**config.mk**
```make
export PLATFORM = sky130hd
export DESIGN_NAME = lcd_frame_scanner
export DESIGN_NICKNAME = d
export VERILOG_FILES = /design/src/rtl/lcd_frame_scanner.sv
export SDC_FILE = /design/constraint.sdc
export NUM_CORES = 1
export LEC_CHECK = 0
export CAP_MARGIN = 20
export CORE_MARGIN = 2
export CORE_UTILIZATION = 45
export CTS_BUF_LIST = sky130_fd_sc_hd__clkbuf_16
export CTS_CLUSTER_DIAMETER = 50
export CTS_CLUSTER_SIZE = 25
export DETAILED_ROUTE_END_ITERATION = 6
export PLACE_DENSITY = 0.67
export REMOVE_ABC_BUFFERS = 1
export SLEW_MARGIN = 30
export SYNTH_ARGS = -nofsm -noshare
export SYNTH_HDL_FRONTEND = slang
export SYNTH_SLANG_ARGS = --single-unit
export TNS_END_PERCENT = 50
```
**constraint.sdc**
```tcl
create_clock -name clock_50mhz -period 3.5 [get_ports clock_50mhz]
set_input_delay 0.35 -clock clock_50mhz [delete_from_list [all_inputs] [get_ports clock_50mhz]]
set_output_delay 0.35 -clock clock_50mhz [all_outputs]
set_load 0.01 [all_outputs]
```
**src/rtl/lcd_frame_scanner.sv**
```systemverilog
// Two-row, 16-column character LCD refresher: a 32-cell character buffer with a
// bulk clear, scanned out as a valid/ready stream of address and character bytes.
module lcd_frame_scanner #(
  parameter int unsigned REFRESH_GAP = 50000
) (
  input  logic       clock_50mhz,
  input  logic       reset_n,
  input  logic       wr_en,
  input  logic       wr_row,
  input  logic [3:0] wr_col,
  input  logic [7:0] wr_char,
  input  logic       clr,
  output logic       busy,
  output logic       out_valid,
  input  logic       out_ready,
  output logic       out_rs,
  output logic [7:0] out_data,
  output logic       frame_done
);

  localparam int unsigned CELLS = 32;
  localparam int unsigned GAP_W = (REFRESH_GAP > 1) ? $clog2(REFRESH_GAP) : 1;
  localparam logic [GAP_W-1:0] GAP_LAST = GAP_W'(REFRESH_GAP - 1);
  localparam logic [7:0] BLANK     = 8'h20;
  localparam logic [7:0] ROW0_ADDR = 8'h80;
  localparam logic [7:0] ROW1_ADDR = 8'hC0;

  typedef enum logic [1:0] {S_GAP, S_ADDR, S_CHAR} state_t;

  logic [7:0]       buffer [CELLS];
  logic [4:0]       clr_idx;
  state_t           state;
  logic [GAP_W-1:0] gap_cnt;
  logic             row;
  logic [3:0]       col;
  logic [3:0]       col_inc;

  assign col_inc = col + 4'd1;

  // Character store; an active clear owns the write port, so user writes are dropped.
  always_ff @(posedge clock_50mhz or negedge reset_n) begin
    if (!reset_n) begin
      for (int unsigned i = 0; i < CELLS; i++) buffer[i] <= BLANK;
    end else if (busy) begin
      buffer[clr_idx] <= BLANK;
    end else if (wr_en && !clr) begin
      buffer[{wr_row, wr_col}] <= wr_char;
    end
  end

  // Clear sequencer: one cell per cycle, 32 cycles, retriggers ignored while busy.
  always_ff @(posedge clock_50mhz or negedge reset_n) begin
    if (!reset_n) begin
      busy    <= 1'b0;
      clr_idx <= 5'd0;
    end else if (busy) begin
      clr_idx <= clr_idx + 5'd1;
      if (clr_idx == 5'd31) busy <= 1'b0;
    end else if (clr) begin
      busy    <= 1'b1;
      clr_idx <= 5'd0;
    end
  end

  // Scanner: buffer reads sample the pre-edge contents, so a same-edge write is not seen.
  always_ff @(posedge clock_50mhz or negedge reset_n) begin
    if (!reset_n) begin
      state      <= S_GAP;
      gap_cnt    <= '0;
      row        <= 1'b0;
      col        <= 4'd0;
      out_valid  <= 1'b0;
      out_rs     <= 1'b0;
      out_data   <= 8'h00;
      frame_done <= 1'b0;
    end else begin
      frame_done <= 1'b0;
      case (state)
        S_GAP: begin
          if (gap_cnt == GAP_LAST) begin
            state     <= S_ADDR;
            gap_cnt   <= '0;
            row       <= 1'b0;
            col       <= 4'd0;
            out_valid <= 1'b1;
            out_rs    <= 1'b0;
            out_data  <= ROW0_ADDR;
          end else begin
            gap_cnt <= gap_cnt + GAP_W'(1);
          end
        end
        S_ADDR: begin
          if (out_ready) begin
            state    <= S_CHAR;
            col      <= 4'd0;
            out_rs   <= 1'b1;
            out_data <= buffer[{row, 4'd0}];
          end
        end
        S_CHAR: begin
          if (out_ready) begin
            if (col != 4'd15) begin
              col      <= col_inc;
              out_data <= buffer[{row, col_inc}];
            end else if (!row) begin
              state    <= S_ADDR;
              row      <= 1'b1;
              out_rs   <= 1'b0;
              out_data <= ROW1_ADDR;
            end else begin
              state      <= S_GAP;
              gap_cnt    <= '0;
              out_valid  <= 1'b0;
              frame_done <= 1'b1;
            end
          end
        end
        default: begin
          state     <= S_GAP;
          gap_cnt   <= '0;
          out_valid <= 1'b0;
        end
      endcase
    end
  end

endmodule

```
; ---- Word level (Yosys, flattened, before mapping)
; Index checks and enable logic that the tools add are counted.
[word_totals]
reg_bits = 296
input_bits = 18
out_inout_bits = 12
wordCells = 146
[op_classes]
n_addsub = 3
n_lt_le_gt_ge = 6
eq_ne = 13
n_mux = 58
bitwise = 8
n_reduce_logical = 16
[ops]
columns = op, count
row1 = $mux W256, 2
row2 = $bwmux W256, 1
row3 = $and A224 B224 Y224, 1
row4 = $not A224 Y224, 1
row5 = $mux W8, 11
row6 = $bmux W8 S5, 2
row7 = $demux W8 S5, 2
row8 = $mux W16, 4
row9 = $pmux W16 S3, 1
row10 = $or A32 B32 Y32, 1
row11 = $ge A6 B6 Y1 const B, 4
row12 = $not A5 Y6, 4
row13 = $pmux W8 S3, 1
row14 = $mux W1, 19
row15 = $add A16 B1 Y16 const B, 1
row16 = $eq A16 B16 Y1 const B, 1
row17 = $mux W4, 4
row18 = $reduce_and A5 Y1, 3
row19 = $ne A2 B2 Y1 const B, 7
row20 = $lt A6 B1 Y1 const B, 2
row21 = $pmux W4 S3, 1
row22 = $reduce_and A4 Y1, 3
row23 = $mux W5, 2
row24 = $mux W2, 4
row25 = 17 further kinds, 22

; ---- Depth between registers and ports, before layout
[logic_depth]
word_depth = 8
depth_mapped = 9
mapped_depth_nobuf = 7

; ---- Worst setup path after synthesis
; OpenSTA, ideal clock, no wires.
[synth_path]
kind = flip-flop to flip-flop
from = register col[1]
to = register out_data[4]
setup_ps = 132
t_arrival_ps = 2449
required_time_ps = 3368
path_slack_ps = 919
stages_incl_launch_ff = 10
n_path_buf = 3
period_less_slack_ps = 2581
path_cell_list = dfrtp_1 ha_1 clkbuf_1 clkbuf_1 clkbuf_1 mux4_2 mux2i_1 nand2_1 o211ai_1 nand4_1
[synth_between]
elab_chain_len = 8
word_cells_on_any_way = 11
classes_between = add/sub: 1 / eq/ne: 2 / mux: 6 / bitwise: 1 / reduce/logical: 1
[synth_lines]
columns = item, line_no
row1 = start: declaration, 35  ; logic [3:0] col;
row2 = start signal: assignment, 103  ; col <= col_inc;
row3 = $add A4 B1 Y4, 38  ; assign col_inc = col + 4'd1;
row4 = $not A5 Y6 (implied by the code), 104  ; out_data <= buffer[{row, col_inc}];
row5 = $bmux W8 S5, 104
row6 = $mux W8 (implied by the code) (2 in series), 104
row7 = $mux W8, 102  ; if (col != 4'd15) begin
row8 = $mux W8, 101  ; if (out_ready) begin
row9 = $pmux W8 S3, 78  ; case (state)
row10 = end signal: assignment, 97  ; out_data <= buffer[{row, 4'd0}];
row11 = end signal: assignment, 104
row12 = end: declaration, 17  ; output logic [7:0] out_data,
; Parallel ways exist; a longest one is shown, timed or not. The select of a mux whose other input is x is not followed.
; A chain may end at the register's enable or synchronous reset.

; ---- Worst setup path after layout
[layout_path]
from = register busy
to = register buffer[122] in the netlist's numbering
[layout_between]
elab_chain_len = 1
word_cells_on_any_way = 2
classes_between = mux: 1 / reduce/logical: 1
[layout_lines]
columns = item, line_no
row1 = start: declaration, 13  ; output logic busy,
row2 = start signal: assignment, 54  ; busy <= 1'b0;
row3 = start signal: assignment, 58  ; if (clr_idx == 5'd31) busy <= 1'b0;
row4 = start signal: assignment, 60  ; busy <= 1'b1;
row5 = $mux W256 or $reduce_bool A2 Y1 (tied branches), --
row6 = end signal: indexed assignment, 47  ; buffer[{wr_row, wr_col}] <= wr_char;
row7 = end: declaration, 30  ; logic [7:0] buffer [CELLS];
; Parallel ways exist; a longest one is shown, timed or not.

==> results.txt <==
* Status: finished, final reports clean
* R2R cell count: 5
* Register bit total from synthesis: 296
- Per report_power, the combinational group accounts for 21.7% of the total.
* Slew of the pin with the lowest slew margin: 859 ps
- Via count of the first global-routing pass: 10200
- Startpoint of the most critical setup path: busy
- Total instance count after detailed placement: 1515
- Maximum VDD drop: 0.386 mV
- The worst hold path belongs to the class in -> async.
* Power spent charging and discharging nets: 2950 uW
- Counting the buffers created by CTS gives 30.
* DRT iter0 DRCs: 876
- The worst setup path is captured at a flop.
- Routed via count divided by cell count: 6.33
- Unrepaired setup endpoints after global routing: false
* Post-CTS setup-driven buffer insertion count: 0
- Setup slack, reg-to-reg: 570 ps
- Total inserted antenna cells: 0
- Register area share after synthesis: 53.8%
- Post-Place Cell Area: 0.0149 mm2
- First-pass GRT wire length: 60300 um
- After synthesis, the cell types taking the most area are sky130_fd_sc_hd__dfrtp_1, sky130_fd_sc_hd__a22o_1, sky130_fd_sc_hd__mux4_2, sky130_fd_sc_hd__dfstp_2, sky130_fd_sc_hd__mux2i_1.
- Fill cells in the final layout number 2616.
* Reg-to-reg endpoint: buffer[122]
- Initial core utilization: 45.5%
- Total power for the finished layout comes to 9170 uW.
- Sequential share of power: 42.3%
* Setup violations, final: 0
- Summing all non-filler instances in the final layout gives an area of 0.0159 mm2.
* Critical path data required time: 3950 ps
- The count of nets left with antenna violations once routing finished came out at 0.
- In this run the static leakage power is 0.00719 uW.
* Levels on crit path: 5
- The synthesized design spends more area on one cell type than any other, namely sky130_fd_sc_hd__dfrtp_1.
- The count of endpoints failing hold in the final timing report is 0.
- The clock network burns 36.0% of the power.
- Crit-path max FO: 16
- The worst setup path is of the reg -> reg kind.
- Detailed Route WL: 38200 um
- Post-synthesis cell area: 0.0138 mm2
- The critical path contains buffers and inverters numbering 0 combined.
- For this run, the top clock speed supported by timing is 342 MHz.
- The synthesized design contains 0 enable-type register cells.
- On the worst path, the slowest cell contributes a delay of 690 ps.
* HPWL reported at the end of detailed placement: 24100 um
- Area of the core: 0.0304 mm2
* Launching element type of the critical path: flop
- Number of top-level pins: 30
* Share of the synthesized area in the top cell type: 47.8%
* Clock transition at the registers of the reported paths: 70 ps
- P_int: 6220 uW
- Skew-Pair Late Insertion Delay: 570 ps
- Normalized max-slew margin: 42.0%
* Tightest hold margin: 401 ps
* Final cell count without fillers: 1571
* Final setup skew: 21.9 ps
* Global-route usage over all layers: 24.4%
- Overall die area: 0.0322 mm2
- Synthesis produced a netlist whose cell count is 1099.
- CTS placed an instance of sky130_fd_sc_hd__clkbuf_16 at the clock tree root.
- Measured along the x axis, the die boundary spans 179 um.
- Nets: 1183
- In this run switching power makes up 32.2% of total power.
- Highest-delay cell along the critical path: sky130_fd_sc_hd__or3b_2
- After synthesis, the share of flip-flops with an asynchronous set or reset is 100%.
- First-pass detailed-route iteration total: 5
- After routing, the total negative slack on setup checks comes to 0 ps.
- The worst register-to-register path begins at busy.
- Area growth from synthesis to final layout: 15.1%
- Overflow after GRT: 0
- CTS built an H-tree with a depth of 1.
- Ys Warns: 0
- The number of slew-limit violations in the final report is 0.
- Maximum number of pins on one net before global-route repair: 95
* Antenna violations before repair: 0
* Kind of cell with the highest combined delay on the critical path: simple AND/OR/NAND/NOR gates
- Std cell rows: 64
- In this run the worst setup path terminates at buffer[122].
- The clock passes through at most 3 buffers.
- In the routed design, unresolved DRC markers number 0.
- Post-cts gate resize count: 0
* Die height: 179 um
* Number of clock sinks seen by CTS: 296
* Vias after detailed routing: 9940
- Worst EP arrival: 3370 ps
* GP Congestion: 0.844
- The critical path goes through nor3b_1 > or3b_2 > nor2_1 > a21oi_1 > a22o_1.
* Total power per unit cell area: 576 mW/mm2
- After detailed routing, the average wire length per cell comes to 24.3 um.
- Of the cells placed in the final design, the portion with a size suffix greater than 1 is 20.0%.
- Minimum clock period: 2930 ps
- Input and output buffers added on the ports amount to 29.
- Post-Synthesis Mean Instance Area: 12.6 um2
- Number of library cell types mapped by synthesis: 54
- TritonCTS built the clock tree.
- For this run, the leading register cell type out of synthesis is sky130_fd_sc_hd__dfrtp_1.
- Dividing the final minimum period by the clock period gives 83.6%.
- Number of maximum-capacitance constraint violations: 0
cell families (layout without fill, tap and decap cells):
| group | count (synthesis) | after routing | share of synthesized area (%) |
|---|---|---|---|
| xor gates and xnor gates | 17 | 17 | 1.08 |
| muxes | 114 | 114 | 13.9 |
| buffers and inverters | 112 | 188 | 3.11 |
| DFF | 296 | 296 | 53.8 |
| AOI/OAI and AO/OA | 338 | 338 | 19.2 |
| and+or+nand+nor | 209 | 209 | 7.70 |
| adders and majority gates | 13 | 13 | 1.18 |
worst reg2reg max path, delay by kind of cell (launching register included):
family	cells	cell delay, ps
AOI/OAI and AO/OA	2	510
DFF	1	510
and+or+nand+nor	3	1790
routing by layer:
layer / part of all wire [%] / vias up / track usage (%)
li1: - / 4333 / -
met1: 44 / 5114 / 34.8
met2: 46 / 400 / 38.5
met3: 6.9 / 93 / 4.30
met4: 3.2 / 0 / 7.49
met5: 0 / - / 0
flip-flops by register name (all words and copies together), names as in the netlist:
name	cells
gap_cnt	16
frame_done	1
state	2
busy	1
out_rs	1
out_valid	1
col	4
out_data	8
clr_idx	5
buffer	256
row	1
area by class of cell:
cell class	count	area, um2	area share [%]
tap	396	495	3.11
clock inverter	24	230	1.45
multi-input combinational	691	5990	37.6
inverter	41	154	0.967
sequential	296	7450	46.8
timing repair buffer	92	821	5.16
clock buffer	31	776	4.87
cells in the mapped netlist, drive strengths merged, types with 2 or more instances:
cell type	n
xor2	10
nand3	16
ha	13
a21oi	68
nand2b	3
a211oi	2
nor4	5
nand2	41
nand3b	5
and3	6
mux2	16
or3	9
and3b	2
a2111oi	2
o211ai	14
nand4	13
a22o	232
clkbuf	59
xnor2	7
nor2	51
nor3	35
dfrtp	264
and2	5
nand4b	2
mux4	61
inv	41
o21ai	8
mux2i	37
buf	12
nor3b	6
or3b	3
nor2b	3
dfstp	32
worst min path at each step:
stage                  from           to  slack [ps]  cells past startpoint
floorplan           reset_n    buffer[0]          50                      0
global placement    reset_n  buffer[246]         420                      1
detailed placement  reset_n  buffer[246]         420                      1
CTS                 reset_n       col[1]         440                      2
global route        reset_n  buffer[235]         470                      2
finish              reset_n  buffer[235]         400                      2
power groups by stage:
stage                     Sequential [uW]  Combinational, uW  Clock, uW
after floorplan                      3940               1180          0
after global placement               3920               1950          0
after detailed placement             3930               1970          0
after CTS                            3870               1980       3350
after global routing                 3910               2160       3480
final                                3870               1990       3300
layout by cell type (no fill, tap or decap), types with 3 or more instances in the layout:
cell type	count
sky130_fd_sc_hd__a21oi_1	68
sky130_fd_sc_hd__a22o_1	232
sky130_fd_sc_hd__and2_1	5
sky130_fd_sc_hd__and3_1	5
sky130_fd_sc_hd__buf_12	4
sky130_fd_sc_hd__buf_4	58
sky130_fd_sc_hd__clkbuf_16	31
sky130_fd_sc_hd__clkdlybuf4s50_1	28
sky130_fd_sc_hd__clkinv_4	3
sky130_fd_sc_hd__dfrtp_1	263
sky130_fd_sc_hd__dfstp_2	32
sky130_fd_sc_hd__ha_1	12
sky130_fd_sc_hd__inv_1	44
sky130_fd_sc_hd__inv_6	8
sky130_fd_sc_hd__inv_8	4
sky130_fd_sc_hd__mux2_2	16
sky130_fd_sc_hd__mux2i_1	37
sky130_fd_sc_hd__mux4_2	61
sky130_fd_sc_hd__nand2_1	41
sky130_fd_sc_hd__nand2b_1	3
sky130_fd_sc_hd__nand3_1	16
sky130_fd_sc_hd__nand3b_1	5
sky130_fd_sc_hd__nand4_1	13
sky130_fd_sc_hd__nor2_1	51
sky130_fd_sc_hd__nor2b_1	3
sky130_fd_sc_hd__nor3_1	35
sky130_fd_sc_hd__nor3b_1	5
sky130_fd_sc_hd__nor4_1	5
sky130_fd_sc_hd__o211ai_1	14
sky130_fd_sc_hd__o21ai_0	8
sky130_fd_sc_hd__or3_1	8
sky130_fd_sc_hd__or3b_2	3
sky130_fd_sc_hd__xnor2_1	7
sky130_fd_sc_hd__xor2_1	8
through the flow:
| step | worst slack, ps | utilization (%) |
|---|---|---|
| 2_1_floorplan | -2370 | - |
| 3_3_place_gp | 551 | 49.0 |
| 3_5_place_dp | 423 | 49.0 |
| 4_1_cts | 641 | 52.3 |
| 5_1_grt | 409 | 52.3 |
| 6_report | 573 | 52.3 |
repair_timing:
item / CTS / global route
endpoints found under the hold margin: 91 / 0
endpoints found under the setup margin: 0 / 0
hold buffers: 1 / 0
No activity file was read; power rests on OpenSTA's default activity.
